--- config.mk ---
export PLATFORM = sky130hd
export DESIGN_NAME = checker_line_arbiter
export DESIGN_NICKNAME = d
export VERILOG_FILES = /design/src/rtl/checker_line_arbiter.sv
export SDC_FILE = /design/constraint.sdc
export NUM_CORES = 1
export LEC_CHECK = 0
export ABC_AREA = 1
export CORE_MARGIN = 3
export CORE_UTILIZATION = 52
export DETAILED_ROUTE_END_ITERATION = 8
export PLACE_DENSITY = 0.81
export SYNTH_ARGS = -nofsm -noshare
export SYNTH_HDL_FRONTEND = slang
export SYNTH_SLANG_ARGS = --single-unit
export TNS_END_PERCENT = 50
--- constraint.sdc ---
create_clock -name clk -period 4.4 [get_ports clk]
set_input_delay 1.1 -clock clk [delete_from_list [all_inputs] [get_ports clk]]
set_output_delay 1.1 -clock clk [all_outputs]
set_load 0.01 [all_outputs]
--- src/rtl/checker_line_arbiter.sv ---
// Two-source line arbiter in front of a single character-format checker.
// Grants one whole line per source (round-robin), sequences checker reset and reports results.
module checker_line_arbiter #(
  parameter int MAX_LINE = 64,
  parameter int CNT_W    = 16
) (
  input  logic             clk,
  input  logic             reset,
  input  logic [7:0]       s0_char,
  input  logic             s0_valid,
  output logic             s0_ready,
  input  logic [7:0]       s1_char,
  input  logic             s1_valid,
  output logic             s1_ready,
  output logic [7:0]       chk_char,
  output logic             chk_reset,
  input  logic [1:0]       chk_format,
  output logic             res_valid,
  output logic             res_src,
  output logic [1:0]       res_type,
  output logic             busy,
  output logic [CNT_W-1:0] cnt_reg,
  output logic [CNT_W-1:0] cnt_mem,
  output logic [CNT_W-1:0] cnt_bad,
  output logic [CNT_W-1:0] cnt_abort
);

  localparam int               LEN_W   = $clog2(MAX_LINE + 1);
  localparam logic [LEN_W-1:0] LEN_ONE = LEN_W'(1);
  localparam logic [LEN_W-1:0] LEN_MAX = LEN_W'(MAX_LINE);
  localparam logic [CNT_W-1:0] CNT_ONE = CNT_W'(1);
  localparam logic [7:0]       EOL     = 8'h23;
  localparam logic [7:0]       FILLER  = 8'h00;

  typedef enum logic [2:0] {
    IDLE,
    GRANT,
    WAIT1,
    WAIT2,
    FLUSH
  } state_t;

  state_t           state;
  logic             gsel;
  logic             last;
  logic [LEN_W-1:0] len;

  logic [7:0]       cur_char;
  logic             cur_valid;
  logic             cur_ready;
  logic             hs;
  logic             pick;
  logic [LEN_W-1:0] len_nx;

  function automatic logic [CNT_W-1:0] sat_inc(input logic [CNT_W-1:0] v);
    return (&v) ? v : v + CNT_ONE;
  endfunction

  assign cur_char  = gsel ? s1_char  : s0_char;
  assign cur_valid = gsel ? s1_valid : s0_valid;
  assign cur_ready = gsel ? s1_ready : s0_ready;
  assign hs        = cur_valid && cur_ready;
  assign len_nx    = len + LEN_ONE;
  // On a tie the source that did not finish the previous line wins.
  assign pick      = (s0_valid && s1_valid) ? ~last : s1_valid;

  always_ff @(posedge clk or negedge reset) begin
    if (!reset) begin
      state     <= IDLE;
      gsel      <= 1'b0;
      last      <= 1'b1;
      len       <= '0;
      s0_ready  <= 1'b0;
      s1_ready  <= 1'b0;
      chk_char  <= FILLER;
      chk_reset <= 1'b1;
      res_valid <= 1'b0;
      res_src   <= 1'b0;
      res_type  <= 2'b00;
      busy      <= 1'b0;
      cnt_reg   <= '0;
      cnt_mem   <= '0;
      cnt_bad   <= '0;
      cnt_abort <= '0;
    end else begin
      res_valid <= 1'b0;
      case (state)
        IDLE: begin
          chk_reset <= 1'b0;
          chk_char  <= FILLER;
          if (s0_valid || s1_valid) begin
            gsel     <= pick;
            s0_ready <= ~pick;
            s1_ready <= pick;
            len      <= '0;
            busy     <= 1'b1;
            state    <= GRANT;
          end
        end
        GRANT: begin
          if (hs) begin
            chk_char <= cur_char;
            len      <= len_nx;
            if (cur_char == EOL) begin
              s0_ready <= 1'b0;
              s1_ready <= 1'b0;
              state    <= WAIT1;
            end else if (len_nx == LEN_MAX) begin
              s0_ready <= 1'b0;
              s1_ready <= 1'b0;
              state    <= FLUSH;
            end
          end else begin
            chk_char <= FILLER;
            // A stalled source mid-line is treated as a broken line.
            if (len != '0) begin
              s0_ready <= 1'b0;
              s1_ready <= 1'b0;
              state    <= FLUSH;
            end
          end
        end
        WAIT1: begin
          chk_char <= FILLER;
          state    <= WAIT2;
        end
        WAIT2: begin
          res_type  <= chk_format;
          res_src   <= gsel;
          res_valid <= 1'b1;
          case (chk_format)
            2'b01:   cnt_reg <= sat_inc(cnt_reg);
            2'b10:   cnt_mem <= sat_inc(cnt_mem);
            default: cnt_bad <= sat_inc(cnt_bad);
          endcase
          last  <= gsel;
          busy  <= 1'b0;
          state <= IDLE;
        end
        FLUSH: begin
          chk_reset <= 1'b1;
          chk_char  <= FILLER;
          res_type  <= 2'b11;
          res_src   <= gsel;
          res_valid <= 1'b1;
          cnt_abort <= sat_inc(cnt_abort);
          last      <= gsel;
          busy      <= 1'b0;
          state     <= IDLE;
        end
        default: state <= IDLE;
      endcase
    end
  end

endmodule

## Word level (Yosys, flattened, before mapping)

Index checks and enable logic that the tools add are counted.

| word-level totals | value |
|---|---|
| register bits after elaboration | 92 |
| input port bits | 22 |
| output and inout bits | 80 |
| word-level logic and storage cells | 94 |

| cells by class | value |
|---|---|
| add/subtract/negate cells | 5 |
| equality and inequality tests | 12 |
| multiplexer cells | 28 |
| bitwise logic cells | 7 |
| reductions and logical operators | 26 |

Operators with widths:

| cell | number |
|---|---|
| 16-bit by 1-bit adder with 16-bit output (second input constant) | 4 |
| 16-bit AND reduction | 4 |
| 8-bit two-way mux | 2 |
| 8-bit case mux with 2 select lines | 1 |
| 3-bit two-way mux | 5 |
| 3-bit AND reduction | 5 |
| 7-bit two-way mux | 2 |
| 7-bit case mux with 2 select lines | 1 |
| 1-bit two-way mux | 11 |
| 2-bit nonzero test | 5 |
| 3-bit case mux with 3 select lines | 1 |
| 8-bit by 6-bit equality test with 1-bit output (second input constant) | 1 |
| 1-bit case mux with 2 select lines | 4 |
| 7-bit by 1-bit adder with 7-bit output (second input constant) | 1 |
| 7-bit equality test (second input constant) | 1 |
| 1-bit inverter | 7 |
| 7-bit nonzero test | 1 |
| 3-bit by 2-bit equality test with 1-bit output (second input constant) | 2 |
| 2-bit AND reduction | 3 |
| 2-bit inequality test (second input constant) | 2 |
| 4-bit inequality test (second input constant) | 1 |
| 2-bit case mux with 2 select lines | 1 |
| 4-bit AND reduction | 1 |
| 2-bit OR reduction | 2 |
| other kinds (9) | 10 |

## Logic depth before layout (Yosys ltp)

Gate-level depths: netlist (run 1).

| depth | value |
|---|---|
| word-level depth | 6 |
| depth in mapped cells | 12 |
| gate-level depth less buffers | 12 |

## Worst setup path before layout (run 1)

OpenSTA, ideal clock, no wires.

| path | value |
|---|---|
| path kind | in2reg |
| from | in chk_format[0] |
| to | reg cnt_bad[11] |
| library setup time | 124 ps |
| arrival time | 2059 ps |
| required time | 4276 ps |
| slack | 2217 ps |
| stages | 8 |
| cell sequence | inv_1 -> ha_1 -> inv_1 -> nor2_1 -> nand2_2 -> nor2_2 -> nand2_1 -> xor2_1 |

| on the way | value |
|---|---|
| longest elaborated chain between the ends | 4 |
| elaborated cells between the ends (all ways) | 5 |
| classes of those cells | eq/ne: 2; bitwise: 1; reduce/logical: 2 |

Ends and longest elaborated chain:

| element | RTL line | text |
|---|---|---|
| start, declared | 17 | `input logic [1:0] chk_format,` |
| 2-bit equality test / 2-bit by 1-bit equality test with 1-bit output (equally long branches) | 131 | `case (chk_format)` |
| 2-bit OR reduction (no source line) * | -- |  |
| 1-bit inverter (no source line) * | -- |  |
| 3-bit AND reduction (no source line) * | -- |  |
| end signal, assigned | 134 | `default: cnt_bad <= sat_inc(cnt_bad);` |
| end, declared | 24 | `output logic [CNT_W-1:0] cnt_bad,` |

Mark *: on every way between the ends. The rest lies on a longest branch, timed or not.
A chain may end at the register's enable or synchronous reset.

## Final worst setup path (run 1)

| path | value |
|---|---|
| from | reg cnt_mem[4] |
| to | out cnt_mem[4] |

RTL lines:

| element | RTL line | text |
|---|---|---|
| start, declared | 23 | `output logic [CNT_W-1:0] cnt_mem,` |
| start signal, assigned | 133 | `2'b10: cnt_mem <= sat_inc(cnt_mem);` |

No word-level cell between the ends.

==> impl_metrics.ini, run 1 <==
[outcome]
run_status = completed

[clocking]
clock_tree.buffer_depth = 2
postCtsHoldBufs = 0
clk_lat_worst_skew_ns = 0.36
clock-root-buffer = clkbuf_8
cts.htree.levels = 3
cts_tree = built
post-cts-setup-buffers = 0
cts_repair_resize_count = 0
cts_buffers = 9
cts.sink_count = 92
clk_pin_slew_worst_paths_ns = 0.08

[cells_and_area]
nNetsFinal = 751
post_route_cells_drive_above_1_share = 0.0648
num_antenna_cells = 0
finalInstanceArea_mm2 = 0.00626
area_growth_pct = 26.5

[logic_synthesis]
yosysSeqAreaShare = 0.466
synth_top_cell_area_share = 0.455
post_synthesis_cell_count = 615
total_of_flip_flops_plus_latches_after_synthesis = 92
yosysUniqueCellTypes = 37
synthesis.yosys.warnings = 0
mappedNetlistNets = 645
synth_most_common_cell = nand2_1
synth-edff-count = 0
synthTopCellsByArea = dfrtp_1 (46%), nand2_1 (13%), xor2_1 (6.5%)
average_footprint_of_a_synthesized_cell_um2 = 8.05
post-synth-top-area-cell = dfrtp_1
synth_top_flop_cell = dfrtp_1
synthesis.area_mm2 = 0.00495
async_flop_share = 1.00
ys_top_cells_by_count = nand2_1 (176), dfrtp_1 (90), inv_1 (74)

[placement]
place_hpwl_mm = 8.39
placed_area_mm2 = 0.00608
globalplace.congestion = 0.905
post-place-ws_ns = 1.49
placement.io_buffers = 101

[global_route]
global_route_wire_length_before_repair_mm = 18.9
global_route.overflow_total = 0
antenna_violations_before_repair = 0
grt_pass1_vias = 4254
grt_start_max_net_pins = 69
grtUsageTotal = 0.208

[floorplanning]
placeableCoreArea_mm2 = 0.00898
dieHeight_um = 104
die_area_mm2 = 0.0107
die_x_um = 104
num_io_pins = 102
rows = 34
initial_utilization = 0.551

[pwr]
ir_worst_vdd_uv = 281
power.density_mw_per_mm2 = 347
leakage_power_of_the_design_nw = 2.89

[setup_path]
critPathLaunchType = flip-flop
crit_slowest_cell = clkdlybuf4s50_1
timing.critical_path.cells = clkdlybuf4s50_1
worstPathMaxFanout = 8
timing.critical_path.required_ns = 3.30
timing.critical_path.buf_inv = 1
crit_arrival_ns = 1.50
worst_setup_path_end_kind = output pin
cp_slowest_stage_delay_ns = 0.60
critical_path_class = flip-flop to output pin
critical_path.top_delay_family = buffers and inverters

[timing]
fmax_ghz = 0.385
timing_worst_slew_pin_value_ns = 0.844
post-route-period-util = 0.591
final.min_clock_period_ns = 2.60
timing_hold_violations_final = 0
final-max-slew-violation-count = 0
report.final.setup_viol = 0
finalWorstSetupSlack_ns = 1.80
grt_setup_unrepaired = no
finalSetupTns_ns = 0
worst_clock_skew_ns = 0.00651
timing.max_slew.rel_slack = 0.437

[routing]
wire_per_inst_um = 13.2
routed_wirelength_mm = 11.2
drc_errors = 0
vias_per_cell = 5.20
dr_total_vias = 4425
ant_nets = 0
firstDrtPassIters = 4
drt-initial-drc-count = 197

[worst_hold_path]
hold_path.class = flip-flop to flip-flop

[run]
timing.max_cap.violations = 0
==> power by group <==
group          total [W]  internal [W]  leakage (nW)  switching (W)
logic           0.000606      0.000254          1.63       0.000352
registers        0.00102      0.000938          1.17      0.0000846
clock network   0.000546      0.000260        0.0894       0.000286
total            0.00217       0.00145          2.89       0.000722
==> metal layers <==
layer  routed length (um)  part of all wire  GRT usage
met1                 5160              0.46      0.278
met2                 5240              0.47      0.342
met3                  701             0.062     0.0504
met4                  133             0.012     0.0570
met5                    0                 0          0
==> per-stage QoR <==
step	power [W]	util	hold WS [ns]	cells
after floorplan	0.00138	-	0.464	615
after CTS	0.00219	0.698	0.504	851
after detailed placement	0.00164	0.677	0.490	836
after global routing	0.00230	0.698	0.531	851
after global placement	0.00162	0.677	0.482	836
final	0.00217	0.698	0.506	851
==> area by class of cell <==
class / instances / area (um^2)
fillers: 735 / 2710
multi-input cells: 433 / 2290
flip-flops and latches: 92 / 2300
repair buffers: 103 / 1020
clock buffers: 11 / 131
well taps: 126 / 158
clock inverters: 4 / 51.3
inverters: 82 / 308
==> path summary, 6_finish.rpt <==
kind                       startpoint    endpoint  slack [ns]  depth (start not counted)
max                        cnt_mem[4]  cnt_mem[4]        1.80                          1
max reg2reg                cnt_mem[1]  cnt_mem[5]        2.27                          9
min                              last        last        0.51                          2
max in group asynchronous       reset        last        2.66                          2
min in group asynchronous       reset  cnt_reg[5]        0.84                          1
min reg2reg                      last        last        0.51                          2
==> cells in the final DEF, fill, tap and decap left out, types with 3 or more instances in the layout <==
cell type and n:
nand2_1 176, clkdlybuf4s50_1 100, dfrtp_1 90, inv_1 74, nor2_1 51, nand3_1 42, xor2_1 37, nor3_1 18
xnor2_1 18, nand4_1 16, o21ai_0 13, o21ai_1 11, clkbuf_8 9, inv_2 8, o21ai_2 8, o22ai_1 8
ha_1 8, nor3_2 3, nor4_1 3, o211ai_1 3, buf_4 3
==> cell families (layout without fill, tap and decap cells) <==
group           count (synthesis)  count (layout)  synth area share
fa+ha+maj                       8               8            0.0202
compound gates                 49              49            0.0617
xor+xnor                       55              55            0.0973
simple gates                  321             321             0.283
flops                          92              92             0.466
buf+inv                        90             200            0.0723
No activity file was read; power rests on OpenSTA's default activity.
==> inputs of run 2 (changes only) <==
- clock period: 4.4 -> 2.6 ns (I/O delays scaled with it)
==> impl_metrics.ini, run 2 (synthesis results as in run 1) <==
[outcome]
run_status = completed

[setup_path]
r2r-end = cnt_mem[3]
timing.critical_path.cells = clkdlybuf4s50_1
worstPathMaxFanout = 8
cp_slowest_stage_delay_ns = 0.60
crit_arrival_ns = 1.48
crit_slowest_cell = clkdlybuf4s50_1
timing.critical_path.required_ns = 1.95
timing.critical_path.buf_inv = 1
critPathLaunchType = flip-flop
worst-r2r-setup-slack_ns = 0.71
critical_path_class = flip-flop to output pin
critical_path.top_delay_family = buffers and inverters
worstReg2RegStart = cnt_mem[1]
worst-r2r-cell-count = 10
critPathLaunch = cnt_mem[4]
worst_setup_path_end_kind = output pin

[run]
timing.max_cap.violations = 0

[global_route]
grt.busiest_layer = met2
grt_start_max_net_pins = 44
groute.layer.met1.usage = 0.289
met2_track_demand_over_resource_in_global_routing = 0.338
global_route.usage.met3 = 0.0398
global_route_wire_length_before_repair_mm = 19.2
grtUsageTotal = 0.209
antenna_violations_before_repair = 0
grt_pass1_vias = 4256
global_route.overflow_total = 0

[timing]
post-route-period-util = 0.817
timing_hold_violations_final = 0
finalWorstSetupSlack_ns = 0.475
report.final.setup_viol = 0
worst_clock_skew_ns = 0.0129
timing_worst_slew_pin_value_ns = 0.573
timing.max_slew.rel_slack = 0.615
final.min_clock_period_ns = 2.13
fmax_ghz = 0.471
grt_setup_unrepaired = no
final-max-slew-violation-count = 0
finalSetupTns_ns = 0

[placement]
post-place-ws_ns = 0.201
placed_area_mm2 = 0.00613
post-place-cells = 841
globalplace.congestion = 0.863
place_hpwl_mm = 8.47
placement.io_buffers = 101

[cells_and_area]
finalInstanceArea_mm2 = 0.00636
most-common-layout-cells = nand2_1 (176), clkdlybuf4s50_1 (100), dfrtp_1 (90)
area_growth_pct = 28.5
layout.cells.most_common = nand2_1
post_layout_instance_count_excluding_filler_cells = 857
num_antenna_cells = 0
post_route_cells_drive_above_1_share = 0.0752
nNetsFinal = 756

[routing]
ant_nets = 0
wire_per_inst_um = 13.0
firstDrtPassIters = 4
vias_per_cell = 5.10
drc_errors = 0
routed_wirelength_mm = 11.2
drt-initial-drc-count = 211
dr_total_vias = 4369

[pwr]
leakage_power_of_the_design_nw = 2.94
ir_worst_vdd_uv = 482
power.density_mw_per_mm2 = 612

[clocking]
clk_lat_worst_skew_ns = 0.36
cts_tree = built
cts_buffers = 9
cts.sink_count = 92
post-cts-setup-buffers = 0
cts_repair_resize_count = 0
clock_tree.buffer_depth = 2
clk_pin_slew_worst_paths_ns = 0.09
cts.htree.levels = 3
postCtsHoldBufs = 0
clock-root-buffer = clkbuf_8

[floorplanning]
placeableCoreArea_mm2 = 0.00898
die_area_mm2 = 0.0107
rows = 34
initial_utilization = 0.551
dieHeight_um = 104
die_x_um = 104
num_io_pins = 102

[worst_hold_path]
hold_path.class = primary input to async pin
==> run 2: power by group <==
part	switching (W)	internal [W]	total (W)
clock	0.000525	0.000576	0.00110
sequential	0.000145	0.00159	0.00173
combinational	0.000611	0.000448	0.00106
total	0.00128	0.00261	0.00389
==> run 2: area by class of cell <==
type	count	area, um^2
fillers	714	2620
flip-flops and latches	92	2300
multi-input cells	433	2290
repair buffers	108	1070
inverters	82	308
well taps	126	158
clock buffers	10	138
clock inverters	6	93.8
==> run 2: through the flow <==
stage          hold WS (ns)  utilization  power (W)
2_1_floorplan         0.354            -    0.00233
5_1_grt               0.164        0.709    0.00413
3_5_place_dp          0.492        0.683    0.00281
3_3_place_gp          0.483        0.683    0.00276
4_1_cts               0.161        0.709    0.00391
6_report              0.166        0.709    0.00389
==> run 2: how the worst max path moves through the flow <==
stage,endpoint,cells after the start
after CTS,cnt_mem[4],1
after floorplan,cnt_mem[13],10
after detailed placement,cnt_bad[11],9
final,cnt_mem[4],1
after global placement,cnt_bad[11],9
after global routing,cnt_mem[4],1
==> run 2: routing by layer <==
metal / part of all wire / wire (um) / vias up
met4: 0.012 / 133 / 0
met3: 0.070 / 782 / 11
met1: 0.46 / 5130 / 2046
met5: 0 / 0 / -
met2: 0.46 / 5120 / 133
li1: - / - / 2179
==> inputs of run 3 (changes only) <==
- clock period: 2.6 -> 2.1 ns (I/O delays scaled with it)
==> impl_metrics.ini, run 3 (synthesis results as in run 1) <==
[outcome]
run_status = completed

[setup_path]
timing.critical_path.required_ns = 1.57
worstReg2RegStart = cnt_mem[1]
critPathLaunchType = flip-flop
timing.critical_path.buf_inv = 1
cp.depth = 1
worst_setup_path_end_kind = output pin
r2r-end = cnt_mem[7]
worst-r2r-setup-slack_ns = 0.22
crit_arrival_ns = 1.47
crit_path_end = cnt_mem[4]
crit_slowest_cell = clkdlybuf4s50_1
critPathLaunch = cnt_mem[4]
worst-r2r-cell-count = 10
timing.critical_path.cells = clkdlybuf4s50_1
critical_path.top_delay_family = buffers and inverters
critical_path_class = flip-flop to output pin
worstPathMaxFanout = 8
cp_slowest_stage_delay_ns = 0.60

[clocking]
post-cts-setup-buffers = 0
clock-root-buffer = clkbuf_8
cts.sink_count = 92
cts_buffers = 9
postCtsHoldBufs = 0
clk_pin_slew_worst_paths_ns = 0.09
cts_tree = built
cts.htree.levels = 3
clk_lat_worst_skew_ns = 0.35
cts_repair_resize_count = 0
clock_tree.buffer_depth = 2

[floorplanning]
die_x_um = 104
dieHeight_um = 104
die_area_mm2 = 0.0107
rows = 34
initial_utilization = 0.551
placeableCoreArea_mm2 = 0.00898
num_io_pins = 102

[pwr]
leakage_power_of_the_design_nw = 2.96
ir_worst_vdd_uv = 709
power.density_mw_per_mm2 = 717

[timing]
timing_hold_violations_final = 0
final-max-slew-violation-count = 0
timing.max_slew.rel_slack = 0.662
grt_setup_unrepaired = no
fmax_ghz = 0.501
worst_clock_skew_ns = 0.00692
post-route-period-util = 0.950
final.min_clock_period_ns = 1.99
timing_worst_slew_pin_value_ns = 0.507
finalSetupTns_ns = 0
report.final.setup_viol = 0

[global_route]
antenna_violations_before_repair = 0
global_route_wire_length_before_repair_mm = 19.9
grtUsageTotal = 0.216
grt_start_max_net_pins = 38
global_route.overflow_total = 0
grt_pass1_vias = 4493

[run]
timing.max_cap.violations = 0

[cells_and_area]
layout.cells.most_common = nand2_1
finalInstanceArea_mm2 = 0.00639
post_route_cells_drive_above_1_share = 0.0813
area_growth_pct = 29.1
nNetsFinal = 763
postLayoutCoreUtil = 0.712
num_antenna_cells = 0
most-common-layout-cells = nand2_1 (176), clkdlybuf4s50_1 (100), dfrtp_1 (90)

[routing]
firstDrtPassIters = 5
wl_met2_mm = 5.37
dr_total_vias = 4425
vias_per_cell = 5.12
wire_per_inst_um = 13.1
drt-initial-drc-count = 217
route.top_layer_used = met4
drc_errors = 0
ant_nets = 0
routedLengthMet1_mm = 5.15
routed_wirelength_mm = 11.3
met3_wirelength_um = 660

[placement]
globalplace.congestion = 0.892
placement.io_buffers = 101
placed_area_mm2 = 0.00621
place_hpwl_mm = 8.58

[worst_hold_path]
hold_path.class = primary input to async pin
run 3: power breakdown:
group	switching, W	internal [W]	total [W]
Combinational	0.000746	0.000585	0.00133
Clock	0.000608	0.000497	0.00110
Sequential	0.000176	0.00196	0.00214
run 3: through the flow:
step / cells / hold WS, ns / power [W] / setup WS (ns)
2_1_floorplan: 615 / 0.229 / 0.00289 / 0.340
3_3_place_gp: 848 / 0.479 / 0.00346 / -0.0582
3_5_place_dp: 848 / 0.482 / 0.00349 / -0.158
4_1_cts: 864 / 0.138 / 0.00460 / 0.101
5_1_grt: 864 / 0.147 / 0.00486 / 0.0546
6_report: 864 / 0.126 / 0.00458 / 0.106
run 3: per-layer routing:
layer | up-vias | GRT usage
met3 | 13 | 0.0373
li1 | 2193 | -
met1 | 2056 | 0.291
met2 | 163 | 0.362
met5 | - | 0
met4 | 0 | 0.0617
run 3: cell type report:
cell class | count | area (um^2)
repair buffers | 115 | 1150
well taps | 126 | 158
flip-flops and latches | 92 | 2300
clock buffers | 13 | 159
fillers | 691 | 2590
inverters | 82 | 308
multi-input cells | 433 | 2290
clock inverters | 3 | 21.3
run 3: how the worst min path moves through the flow:
stage	start	endpoint	slack, ns	depth (start not counted)
6_report	reset	cnt_reg[5]	0.13	1
5_1_grt	reset	cnt_reg[9]	0.15	1
3_3_place_gp	last	last	0.48	2
2_1_floorplan	reset	busy	0.23	0
4_1_cts	reset	cnt_reg[4]	0.14	1
3_5_place_dp	last	last	0.48	2
